--- src/rtl/uart_pkg.sv ---
// Shared types and constants for the FIFO-fed UART transmitter.
package uart_pkg;

  localparam int unsigned MIN_BITS = 5;
  localparam int unsigned MAX_BITS = 9;

  typedef enum logic [2:0] {
    StIdle,
    StStart,
    StData,
    StParity,
    StStop
  } state_e;

  typedef enum logic [1:0] {
    ParNone    = 2'd0,
    ParEven    = 2'd1,
    ParOdd     = 2'd2,
    ParNoneAlt = 2'd3
  } par_e;

  function automatic logic [3:0] clamp_bits(input logic [3:0] bits);
    logic [3:0] res;
    res = bits;
    if (bits < 4'(MIN_BITS)) res = 4'(MIN_BITS);
    if (bits > 4'(MAX_BITS)) res = 4'(MAX_BITS);
    return res;
  endfunction

endpackage

--- src/rtl/uart_frac_div.sv ---
// Fractional bit-period timer: each bit lasts I+c clocks where {c,acc} = acc + F.
module uart_frac_div #(
  parameter int unsigned IW = 16
) (
  input  logic          clk,
  input  logic          reset,
  input  logic          restart,
  input  logic          advance,
  input  logic          active,
  input  logic [IW-1:0] i_int,
  input  logic [7:0]    f_frac,
  output logic          bit_end
);

  logic [7:0]  acc_q;
  logic [IW:0] cnt_q;
  logic [8:0]  sum;
  logic [IW:0] base;
  logic [IW:0] len_m1;

  always_comb begin
    // A restart begins a fresh frame sequence, so the accumulator starts from zero.
    sum    = {1'b0, (restart ? 8'd0 : acc_q)} + {1'b0, f_frac};
    base   = (i_int == '0) ? {1'b1, {IW{1'b0}}} : {1'b0, i_int};
    len_m1 = base + {{IW{1'b0}}, sum[8]} - {{IW{1'b0}}, 1'b1};
  end

  always_ff @(posedge clk or negedge reset) begin
    if (!reset) begin
      acc_q <= '0;
      cnt_q <= '0;
    end else if (restart || advance) begin
      acc_q <= sum[7:0];
      cnt_q <= len_m1;
    end else if (active && (cnt_q != '0)) begin
      cnt_q <= cnt_q - 1'b1;
    end
  end

  assign bit_end = active && (cnt_q == '0);

endmodule

--- src/rtl/uart_tx_fifo.sv ---
// UART transmitter with push FIFO, run-time frame format and 16.8 fractional divider.
module uart_tx_fifo #(
  parameter int unsigned DEPTH = 8,
  parameter int unsigned DIV_W = 24
) (
  input  logic                       clk,
  input  logic                       reset,
  input  logic                       en,
  input  logic [3:0]                 cfg_bits,
  input  logic [1:0]                 cfg_par,
  input  logic                       cfg_stop,
  input  logic [DIV_W-1:0]           div,
  input  logic                       push,
  input  logic [8:0]                 din,
  input  logic                       ovf_clr,
  output logic                       tx,
  output logic                       busy,
  output logic                       full,
  output logic                       empty,
  output logic [$clog2(DEPTH):0]     level,
  output logic                       ovf
);
  import uart_pkg::*;

  localparam int unsigned AW = $clog2(DEPTH);
  localparam int unsigned LW = AW + 1;
  localparam int unsigned IW = DIV_W - 8;

  // FIFO storage and bookkeeping
  logic [8:0]    mem_q [DEPTH];
  logic [AW-1:0] wptr_q, rptr_q;
  logic [LW-1:0] level_q;
  logic          ovf_q;
  logic          do_push;

  // Frame state
  state_e        state_q;
  logic          tx_q, busy_q;
  logic [8:0]    shift_q;
  logic [3:0]    nbits_q, sent_q;
  par_e          par_q;
  logic          stop2_q, stop_second_q, parity_q;
  logic [DIV_W-1:0] div_q;

  logic          pop, restart, advance, last_stop, bit_end, active;
  logic [DIV_W-1:0] div_sel;

  assign full    = (level_q == LW'(DEPTH));
  assign empty   = (level_q == '0);
  assign level   = level_q;
  assign ovf     = ovf_q;
  assign tx      = tx_q;
  assign busy    = busy_q;
  assign do_push = push && !full;

  always_comb begin
    active    = (state_q != StIdle);
    last_stop = (state_q == StStop) && bit_end && (!stop2_q || stop_second_q);
    pop       = en && !empty && ((state_q == StIdle) || last_stop);
    restart   = pop && (state_q == StIdle);
    advance   = bit_end && !(last_stop && !pop);
    // A back-to-back pop must time its start bit with the newly latched divisor.
    div_sel   = pop ? div : div_q;
  end

  uart_frac_div #(
    .IW (IW)
  ) u_div (
    .clk     (clk),
    .reset   (reset),
    .restart (restart),
    .advance (advance),
    .active  (active),
    .i_int   (div_sel[DIV_W-1:8]),
    .f_frac  (div_sel[7:0]),
    .bit_end (bit_end)
  );

  always_ff @(posedge clk) begin
    if (do_push) mem_q[wptr_q] <= din;
  end

  always_ff @(posedge clk or negedge reset) begin
    if (!reset) begin
      wptr_q  <= '0;
      rptr_q  <= '0;
      level_q <= '0;
      ovf_q   <= 1'b0;
    end else begin
      if (do_push) wptr_q <= wptr_q + 1'b1;
      if (pop)     rptr_q <= rptr_q + 1'b1;
      if (do_push && !pop) begin
        level_q <= level_q + 1'b1;
      end else if (!do_push && pop) begin
        level_q <= level_q - 1'b1;
      end
      // Overflow is judged on the pre-edge full flag, so a same-cycle pop does not rescue it.
      if (ovf_clr) begin
        ovf_q <= 1'b0;
      end else if (push && full) begin
        ovf_q <= 1'b1;
      end
    end
  end

  always_ff @(posedge clk or negedge reset) begin
    if (!reset) begin
      state_q       <= StIdle;
      tx_q          <= 1'b1;
      busy_q        <= 1'b0;
      shift_q       <= '0;
      nbits_q       <= 4'(MIN_BITS);
      sent_q        <= '0;
      par_q         <= ParNone;
      stop2_q       <= 1'b0;
      stop_second_q <= 1'b0;
      parity_q      <= 1'b0;
      div_q         <= '0;
    end else if (pop) begin
      state_q       <= StStart;
      tx_q          <= 1'b0;
      busy_q        <= 1'b1;
      shift_q       <= mem_q[rptr_q];
      nbits_q       <= clamp_bits(cfg_bits);
      par_q         <= par_e'(cfg_par);
      stop2_q       <= cfg_stop;
      stop_second_q <= 1'b0;
      parity_q      <= 1'b0;
      div_q         <= div;
    end else begin
      unique case (state_q)
        StIdle: begin
          tx_q   <= 1'b1;
          busy_q <= 1'b0;
        end
        StStart: begin
          if (bit_end) begin
            state_q  <= StData;
            tx_q     <= shift_q[0];
            parity_q <= shift_q[0];
            shift_q  <= shift_q >> 1;
            sent_q   <= 4'd1;
          end
        end
        StData: begin
          if (bit_end) begin
            if (sent_q == nbits_q) begin
              if ((par_q == ParEven) || (par_q == ParOdd)) begin
                state_q <= StParity;
                tx_q    <= parity_q ^ (par_q == ParOdd);
              end else begin
                state_q       <= StStop;
                tx_q          <= 1'b1;
                stop_second_q <= 1'b0;
              end
            end else begin
              tx_q     <= shift_q[0];
              parity_q <= parity_q ^ shift_q[0];
              shift_q  <= shift_q >> 1;
              sent_q   <= sent_q + 4'd1;
            end
          end
        end
        StParity: begin
          if (bit_end) begin
            state_q       <= StStop;
            tx_q          <= 1'b1;
            stop_second_q <= 1'b0;
          end
        end
        StStop: begin
          if (bit_end) begin
            if (!last_stop) begin
              stop_second_q <= 1'b1;
            end else begin
              state_q <= StIdle;
              busy_q  <= 1'b0;
            end
          end
        end
        default: begin
          state_q <= StIdle;
          tx_q    <= 1'b1;
          busy_q  <= 1'b0;
        end
      endcase
    end
  end

endmodule

--- config.mk ---
export PLATFORM = sky130hd
export DESIGN_NAME = uart_tx_fifo
export DESIGN_NICKNAME = d
export VERILOG_FILES = /design/src/rtl/uart_pkg.sv /design/src/rtl/uart_frac_div.sv /design/src/rtl/uart_tx_fifo.sv
export SDC_FILE = /design/constraint.sdc
export NUM_CORES = 1
export LEC_CHECK = 0
export BUFFER_PORTS_ARGS = -buffer_cell sky130_fd_sc_hd__buf_4
export CAP_MARGIN = 20
export CORE_MARGIN = 2
export CORE_UTILIZATION = 45
export CTS_BUF_LIST = sky130_fd_sc_hd__clkbuf_8
export DETAILED_ROUTE_END_ITERATION = 7
export PLACE_DENSITY_LB_ADDON = 0.25
export SETUP_SLACK_MARGIN = 0.02
export SLEW_MARGIN = 10
export SYNTH_ARGS = -nofsm -noshare
export SYNTH_HDL_FRONTEND = slang
export SYNTH_SLANG_ARGS = --single-unit
--- constraint.sdc ---
create_clock -name clk -period 7.71 [get_ports clk]
set_clock_uncertainty 0.05 [all_clocks]
set_input_delay 0.771 -clock clk [delete_from_list [all_inputs] [get_ports clk]]
set_output_delay 0.771 -clock clk [all_outputs]
set_load 0.03 [all_outputs]
==> insert_results.sql, run 1 <==
INSERT INTO impl_metrics (metric_group, metric, value, unit) VALUES
('critical_path', 'crit_required', '8010', 'ps'),
('grt', 'track_usage', '0.190', ''),
('yosys', 'post_synth.cell_area_avg', '11.0', 'um^2'),
('floorplan', 'io_pins', '54', ''),
('clock_tree', 'ctsHtreeMaxLevel', '4', ''),
('clock_tree', 'cts_setup_buffers', '0', ''),
('yosys', 'synth_flop_cell', 'sky130_fd_sc_hd__dfrtp_1', ''),
('clock_tree', 'clockRootBuffer', 'sky130_fd_sc_hd__clkbuf_8', ''),
('route', 'wl_per_cell', '16.4', 'um'),
('clock_tree', 'cts_inserted_buffers', '17', ''),
('route', 'detailroute.via_count', '5572', ''),
('timing', 'whs', '143', 'ps'),
('power', 'total_leakage_power', '3.67', 'nW'),
('placed_design', 'dp.final_hpwl', '11400', 'um'),
('timing', 'unrepaired_setup_endpoints_after_global_routing', 'no', ''),
('finish', 'area_growth', '13.4', '%'),
('critical_path', 'critPathCaptureType', 'flop', ''),
('critical_path', 'ff2ff_setup_slack', '1790', 'ps'),
('timing', 'final-max-slew-violation-count', '0', ''),
('floorplan', 'chipHeight', '137', 'um'),
('route', 'drt_iter0_markers', '313', ''),
('power', 'power_density', '216', 'nW/um^2'),
('power', 'share_clk_of_total_power', '0.346', ''),
('power', 'total_power_consumption', '1.94', 'mW'),
('yosys', 'synthArstFlopShare', '0.547', ''),
('floorplan', 'dieArea', '18700', 'um^2'),
('clock_tree', 'clk_pin_slew_worst_paths', '100', 'ps'),
('timing', 'worst_slew_pin_slew', '1050', 'ps'),
('placed_design', 'port-buffer-count', '53', ''),
('critical_path', 'timing.critical_path.slowest_cell_delay', '650', 'ps'),
('yosys', 'post_synthesis_cell_count', '723', ''),
('finish', 'final_layout_size_suffix_gt1_frac', '0.165', ''),
('power', 'p_int', '1.40', 'mW'),
('route', 'length_of_the_first_detailed_routing_pass_in_iterations', '4', ''),
('critical_path', 'timing.critical_path.from_type', 'flop', ''),
('critical_path', 'critPathArrivalTime', '6220', 'ps'),
('run', 'drv_cap', '0', ''),
('finish', 'combined_area_of_the_multi_input_logic_cells', '3450', 'um^2'),
('route', 'drtAntennaViolNets', '0', ''),
('power', 'p_switching', '539', 'uW'),
('finish', 'final_core_util', '0.521', ''),
('finish', 'layout.cells.most_common', 'sky130_fd_sc_hd__nand2_1', ''),
('yosys', 'synth-seq-area-share', '0.547', ''),
('clock_tree', 'cts_repair_resize_count', '0', ''),
('finish', 'layout.area.seq', '4340', 'um^2'),
('clock_tree', 'clock_path_buffers', '2', ''),
('timing', 'setup-violations-final', '0', ''),
('yosys', 'synth.largest_area_cell', 'sky130_fd_sc_hd__edfxtp_1', ''),
('yosys', 'synthesis.yosys.warnings', '0', ''),
('route', 'totalWireLength', '16600', 'um'),
('critical_path', 'timing_worst_setup_path_type', 'flop to flop', ''),
('power', 'power_frac_seq', '0.523', ''),
('critical_path', 'regToRegEndpoint', 'u_div.cnt_q[12]', ''),
('timing', 'timing.final.hold_violations', '0', ''),
('clock_tree', 'cts.sinks', '159', ''),
('floorplan', 'num_rows', '48', ''),
('critical_path', 'rr_startpoint', 'u_div.cnt_q[13]', ''),
('timing', 'final_period_minus_worst_setup_slack', '5920', 'ps'),
('power', 'share_comb_of_total_power', '0.131', ''),
('yosys', 'mappedNetlistArea', '7940', 'um^2'),
('yosys', 'synth_area_leaders', 'sky130_fd_sc_hd__edfxtp_1, sky130_fd_sc_hd__dfrtp_1, sky130_fd_sc_hd__nand2_1', ''),
('yosys', 'mappedNetlistNets', '789', ''),
('route', 'remaining_drc_errors', '0', ''),
('outcome', 'run_status', 'finished, final reports clean', ''),
('timing', 'fmax', '169', 'MHz'),
('finish', 'filler_instances', '1540', ''),
('timing', 'final_min_period_over_clock_period', '0.768', ''),
('finish', 'nNetsFinal', '841', ''),
('critical_path', 'worst_r2r_path_depth', '21', ''),
('floorplan', 'floorplan.initialDensity', '0.459', ''),
('grt', 'grt_start_max_net_pins', '65', '');
## cells in the mapped netlist, drive strengths merged, types with 3 or more instances
master  instances
a21oi          25
nor2b           7
or3             8
edfxtp         72
a221oi          3
or4             3
dfstp           3
and2            8
nand3b          3
o21a            4
nand3           9
inv            13
a21o            5
a211oi          6
clkbuf         15
or2             5
dfrtp          84
mux2i          13
o21ai          48
nor2           62
xor2           29
nor4           11
o211ai          9
mux4           18
buf            12
nor4b           3
mux2            4
nand2b          9
o21bai          3
nand2         133
ha             19
nor3           18
a31oi           3
nand4          10
xnor2          24
## routing by layer
layer,global-route usage,share of wire,wire length (um),up-vias
li1,-,-,-,2701
met4,0.0481,0.011,180,0
met2,0.336,0.52,8620,104
met1,0.235,0.43,7150,2749
met3,0.0437,0.038,627,18
met5,0,0,0,-
## cells by family after synthesis
group / Yosys count / share of synthesized area
xor+xnor: 53 / 0.0585
mux: 35 / 0.0736
compound gates: 120 / 0.0953
simple gates: 295 / 0.171
fa+ha+maj: 21 / 0.0350
flops: 159 / 0.547
buf+inv: 40 / 0.0199
## area by class of cell
type / count / area share
flip-flops and latches: 159 / 0.482
multi-input cells: 524 / 0.383
repair buffers: 60 / 0.0500
well taps: 225 / 0.0313
clock buffers: 17 / 0.0260
clock inverters: 15 / 0.0218
inverters: 13 / 0.00542
## through the flow
stage / setup slack (ps) / cell area [um^2] / instances
finish: 1790 / 9000 / 1013
global route: 1180 / 9000 / 1013
CTS: 1750 / 9000 / 1012
detailed placement: 1790 / 8570 / 980
global placement: 1990 / 8570 / 980
floorplan: 2200 / 7940 / 723
## worst max-delay path: cells and delay by family (launching register included)
| family | cells | cell delay (ps) |
|---|---|---|
| AND/OR/NAND/NOR | 6 | 2060 |
| AO/OA/AOI/OAI | 9 | 1580 |
| adder cells (fa/ha/maj) | 4 | 1360 |
| flip-flops | 1 | 420 |
| buffers and inverters | 1 | 200 |
| XOR/XNOR | 1 | 140 |
## worst max-delay path by stage
stage,slack [ps],end,from,depth (start not counted)
global route,1180,u_div.cnt_q[12],u_div.cnt_q[13],20
CTS,1750,u_div.cnt_q[12],u_div.cnt_q[13],20
detailed placement,1790,u_div.cnt_q[12],u_div.cnt_q[11],20
global placement,1990,u_div.cnt_q[12],u_div.cnt_q[13],20
finish,1790,u_div.cnt_q[12],u_div.cnt_q[13],21
floorplan,2200,u_div.cnt_q[8],state_q[1],27
## power groups by stage
stage	clock network, mW	logic, mW	registers (mW)
2_1_floorplan	0	0.135	1.04
3_5_place_dp	0	0.260	1.04
5_1_grt	0.728	0.277	1.03
3_3_place_gp	0	0.248	1.03
4_1_cts	0.691	0.261	1.02
6_report	0.672	0.254	1.02
## state kept, by name (all words and copies together) (netlist names)
name	flops
rptr_q	3
sent_q	4
tx	1
u_div.cnt_q	17
stop_second_q	1
parity_q	1
wptr_q	3
nbits_q	4
par_q	2
u_div.acc_q	8
ovf	1
div_q	24
shift_q	9
busy	1
state_q	3
level	4
mem_q	72
stop2_q	1
(Power assumes the default switching activity.)
==> run 2, diff against run 1 <==
==> constraint.sdc (replaced) <==
create_clock -name clk -period 5.1 [get_ports clk]
set_clock_uncertainty 0.05 [all_clocks]
set_input_delay 0.51 -clock clk [delete_from_list [all_inputs] [get_ports clk]]
set_output_delay 0.51 -clock clk [all_outputs]
set_load 0.03 [all_outputs]
==> run 2 against run 1 <==
Against the previous run:
- hold slack lost 28 ps
- global-route usage up 0.29 points
- setup slack got worse by 1400 ps
- die area unchanged
- routed wire length grew 1.1%
- first-iteration DRC count up 8.3%
- register-to-register slack worse by 1400 ps
- fmax grew 26%
- total power increased by 49%
- highest routed layer unchanged
- flip-flop and latch count is the same
- combinational power grew 51%
==> insert_results.sql, run 2 (same netlist as run 1, synthesis figures left out) <==
INSERT INTO impl_metrics (metric_group, metric, value, unit) VALUES
('timing', 'fmax', '212', 'MHz'),
('timing', 'setup-violations-final', '0', ''),
('power', 'total_leakage_power', '3.70', 'nW'),
('finish', 'filler_instances', '1491', ''),
('critical_path', 'critPathTopFamily', 'simple AND/OR/NAND/NOR gates', ''),
('min_path', 'worst_hold_path_type', 'primary input to flop', ''),
('critical_path', 'worst_path_slowest_cell', 'sky130_fd_sc_hd__or4_1', ''),
('power', 'power_frac_seq', '0.531', ''),
('critical_path', 'critPathArrivalTime', '5020', 'ps'),
('power', 'p_int', '2.01', 'mW'),
('timing', 'relSlewSlack', '0.292', ''),
('critical_path', 'crit_required', '5410', 'ps'),
('route', 'viasPerCell', '5.52', ''),
('clock_tree', 'cts_setup_buffers', '0', ''),
('clock_tree', 'clockRootBuffer', 'sky130_fd_sc_hd__clkbuf_8', ''),
('timing', 'totalNegativeSetupSlack', '0', 'ps'),
('timing', 'final_period_minus_worst_setup_slack', '4710', 'ps'),
('route', 'remaining_drc_errors', '0', ''),
('floorplan', 'io_pins', '54', ''),
('outcome', 'run_status', 'finished, final reports clean', ''),
('grt', 'grt_remaining_overflow', '0', ''),
('clock_tree', 'clock_path_buffers', '2', ''),
('timing', 'timing.final.hold_violations', '0', ''),
('grt', 'track_usage', '0.193', ''),
('grt', 'number_of_global_route_vias_before_repair', '5722', ''),
('placed_design', 'dp_slack', '348', 'ps'),
('timing', 'postLayoutSetupSlackWorst', '390', 'ps'),
('route', 'totalWireLength', '16800', 'um'),
('floorplan', 'floorplan.initialDensity', '0.459', ''),
('clock_tree', 'clk_pin_slew_worst_paths', '100', 'ps'),
('power', 'share_clk_of_total_power', '0.336', ''),
('critical_path', 'timing.critical_path.from_type', 'flop', ''),
('placed_design', 'dp.final_hpwl', '11500', 'um'),
('placed_design', 'place_congestion', '0.827', ''),
('grt', 'grt_start_max_net_pins', '58', ''),
('finish', 'antenna-diode-count', '0', ''),
('run', 'drv_cap', '0', ''),
('clock_tree', 'ctsHtreeMaxLevel', '4', ''),
('floorplan', 'num_rows', '48', ''),
('critical_path', 'timing.critical_path.slowest_cell_delay', '470', 'ps'),
('clock_tree', 'clk_latency', '480', 'ps'),
('route', 'detailroute.via_count', '5634', ''),
('finish', 'max_ffs_per_register', '72', ''),
('finish', 'most-common-layout-cells', 'sky130_fd_sc_hd__nand2_1, sky130_fd_sc_hd__dfrtp_1, sky130_fd_sc_hd__edfxtp_1', ''),
('power', 'share_comb_of_total_power', '0.132', ''),
('finish', 'top_regs', 'mem_q x72, div_q x24, u_div.cnt_q x17', ''),
('power', 'power_density', '318', 'nW/um^2'),
('power', 'ir_worst_vdd', '0.266', 'mV'),
('placed_design', 'placedCellCount', '988', ''),
('finish', 'fin_cells', '1021', ''),
('timing', 'final-max-slew-violation-count', '0', ''),
('floorplan', 'dieArea', '18700', 'um^2'),
('finish', 'final_layout_size_suffix_gt1_frac', '0.185', ''),
('floorplan', 'chipHeight', '137', 'um'),
('floorplan', 'floorplan.core_area', '17300', 'um^2'),
('clock_tree', 'cts_tree', 'yes', ''),
('placed_design', 'port-buffer-count', '53', ''),
('route', 'wl_per_cell', '16.4', 'um'),
('finish', 'layout.cells.most_common', 'sky130_fd_sc_hd__nand2_1', ''),
('finish', 'combined_area_of_the_multi_input_logic_cells', '3500', 'um^2'),
('route', 'length_of_the_first_detailed_routing_pass_in_iterations', '7', ''),
('finish', 'nNetsFinal', '849', ''),
('clock_tree', 'cts.sinks', '159', ''),
('critical_path', 'ff2ff_setup_slack', '390', 'ps'),
('clock_tree', 'cts_inserted_buffers', '17', ''),
('grt', 'global_route_wire_length_before_repair', '27800', 'um'),
('finish', 'area_growth', '14.9', '%'),
('finish', 'layout.area.seq', '4340', 'um^2'),
('timing', 'unrepaired_setup_endpoints_after_global_routing', 'no', ''),
('route', 'drtAntennaViolNets', '0', ''),
('critical_path', 'worstPathCellList', 'or3b_4, or3_4, o21ai_4, inv_2, nand2_1, nand2_1, ha_2, fa_2, a21o_1, a21oi_2, o21bai_1, a21oi_2, o21bai_1, a21oi_1, ha_2, ha_4, nand3_1, or4_1, xnor2_1, o211ai_1, o21ai_0', ''),
('critical_path', 'timing_worst_setup_path_type', 'flop to flop', ''),
('timing', 'whs', '115', 'ps'),
('route', 'drt_iter0_markers', '339', ''),
('critical_path', 'critical_path_buf_inv_count', '1', ''),
('grt', 'antenna_found_initial', '0', ''),
('finish', 'largest-register', 'mem_q', ''),
('power', 'p_switching', '889', 'uW'),
('critical_path', 'timing.critical_path.fanout_max', '11', ''),
('power', 'netSwitchingFraction', '0.307', ''),
('critical_path', 'critPathCaptureType', 'flop', ''),
('power', 'total_power_consumption', '2.90', 'mW'),
('floorplan', 'die-width', '137', 'um'),
('timing', 'worst_slew_pin_slew', '1060', 'ps'),
('timing', 'final_min_period_over_clock_period', '0.923', '');
[run 2: changes by cell type in the layout (fill, tap and decap cells not counted), sizes merged]
cell,previous run,this run
inv,22,21
clkinv,2,6
bufinv,3,0
dlygate4sd3,0,1
buf,60,67
[run 2: area by class of cell]
| type | count | share of cell area |
|---|---|---|
| clock inverter | 15 | 0.0219 |
| tap | 225 | 0.0309 |
| multi-input combinational | 524 | 0.384 |
| inverter | 13 | 0.00535 |
| timing repair buffer | 68 | 0.0562 |
| sequential | 159 | 0.476 |
| clock buffer | 17 | 0.0257 |
[run 2: per-layer routing]
metal,vias up,track usage,share of wire
met5,-,0,0
met4,0,0.0533,0.011
met3,20,0.0426,0.041
met2,118,0.342,0.52
met1,2783,0.237,0.43
li1,2713,-,-
[run 2: path summary, 6_finish.rpt]
kind / start / end / cells after the start
setup / recovery: state_q[1] / u_div.cnt_q[12] / 21
hold / removal: ovf_clr / ovf / 2
setup reg to reg: state_q[1] / u_div.cnt_q[12] / 21
hold reg to reg: stop2_q / stop2_q / 2
max in group asynchronous: reset / div_q[11] / 3
min in group asynchronous: reset / div_q[0] / 2
[run 2: per-stage QoR]
stage / utilization / cell area (um^2)
after floorplan: - / 7990
after global placement: 0.500 / 8650
after detailed placement: 0.500 / 8650
after CTS: 0.526 / 9100
after global routing: 0.527 / 9120
final: 0.527 / 9120
[run 2: power groups by stage]
stage / combinational, mW / clock (mW) / sequential (mW)
after floorplan: 0.204 / 0 / 1.57
after CTS: 0.389 / 1.00 / 1.54
final: 0.383 / 0.975 / 1.54
after detailed placement: 0.387 / 0 / 1.56
after global placement: 0.374 / 0 / 1.55
after global routing: 0.421 / 1.06 / 1.55
[run 2: timing repair]
action                                  CTS  global route
endpoints found under the hold margin    30             0
endpoints found under the setup margin    0             3
resized for setup                         0             4
hold buffers                              1             0
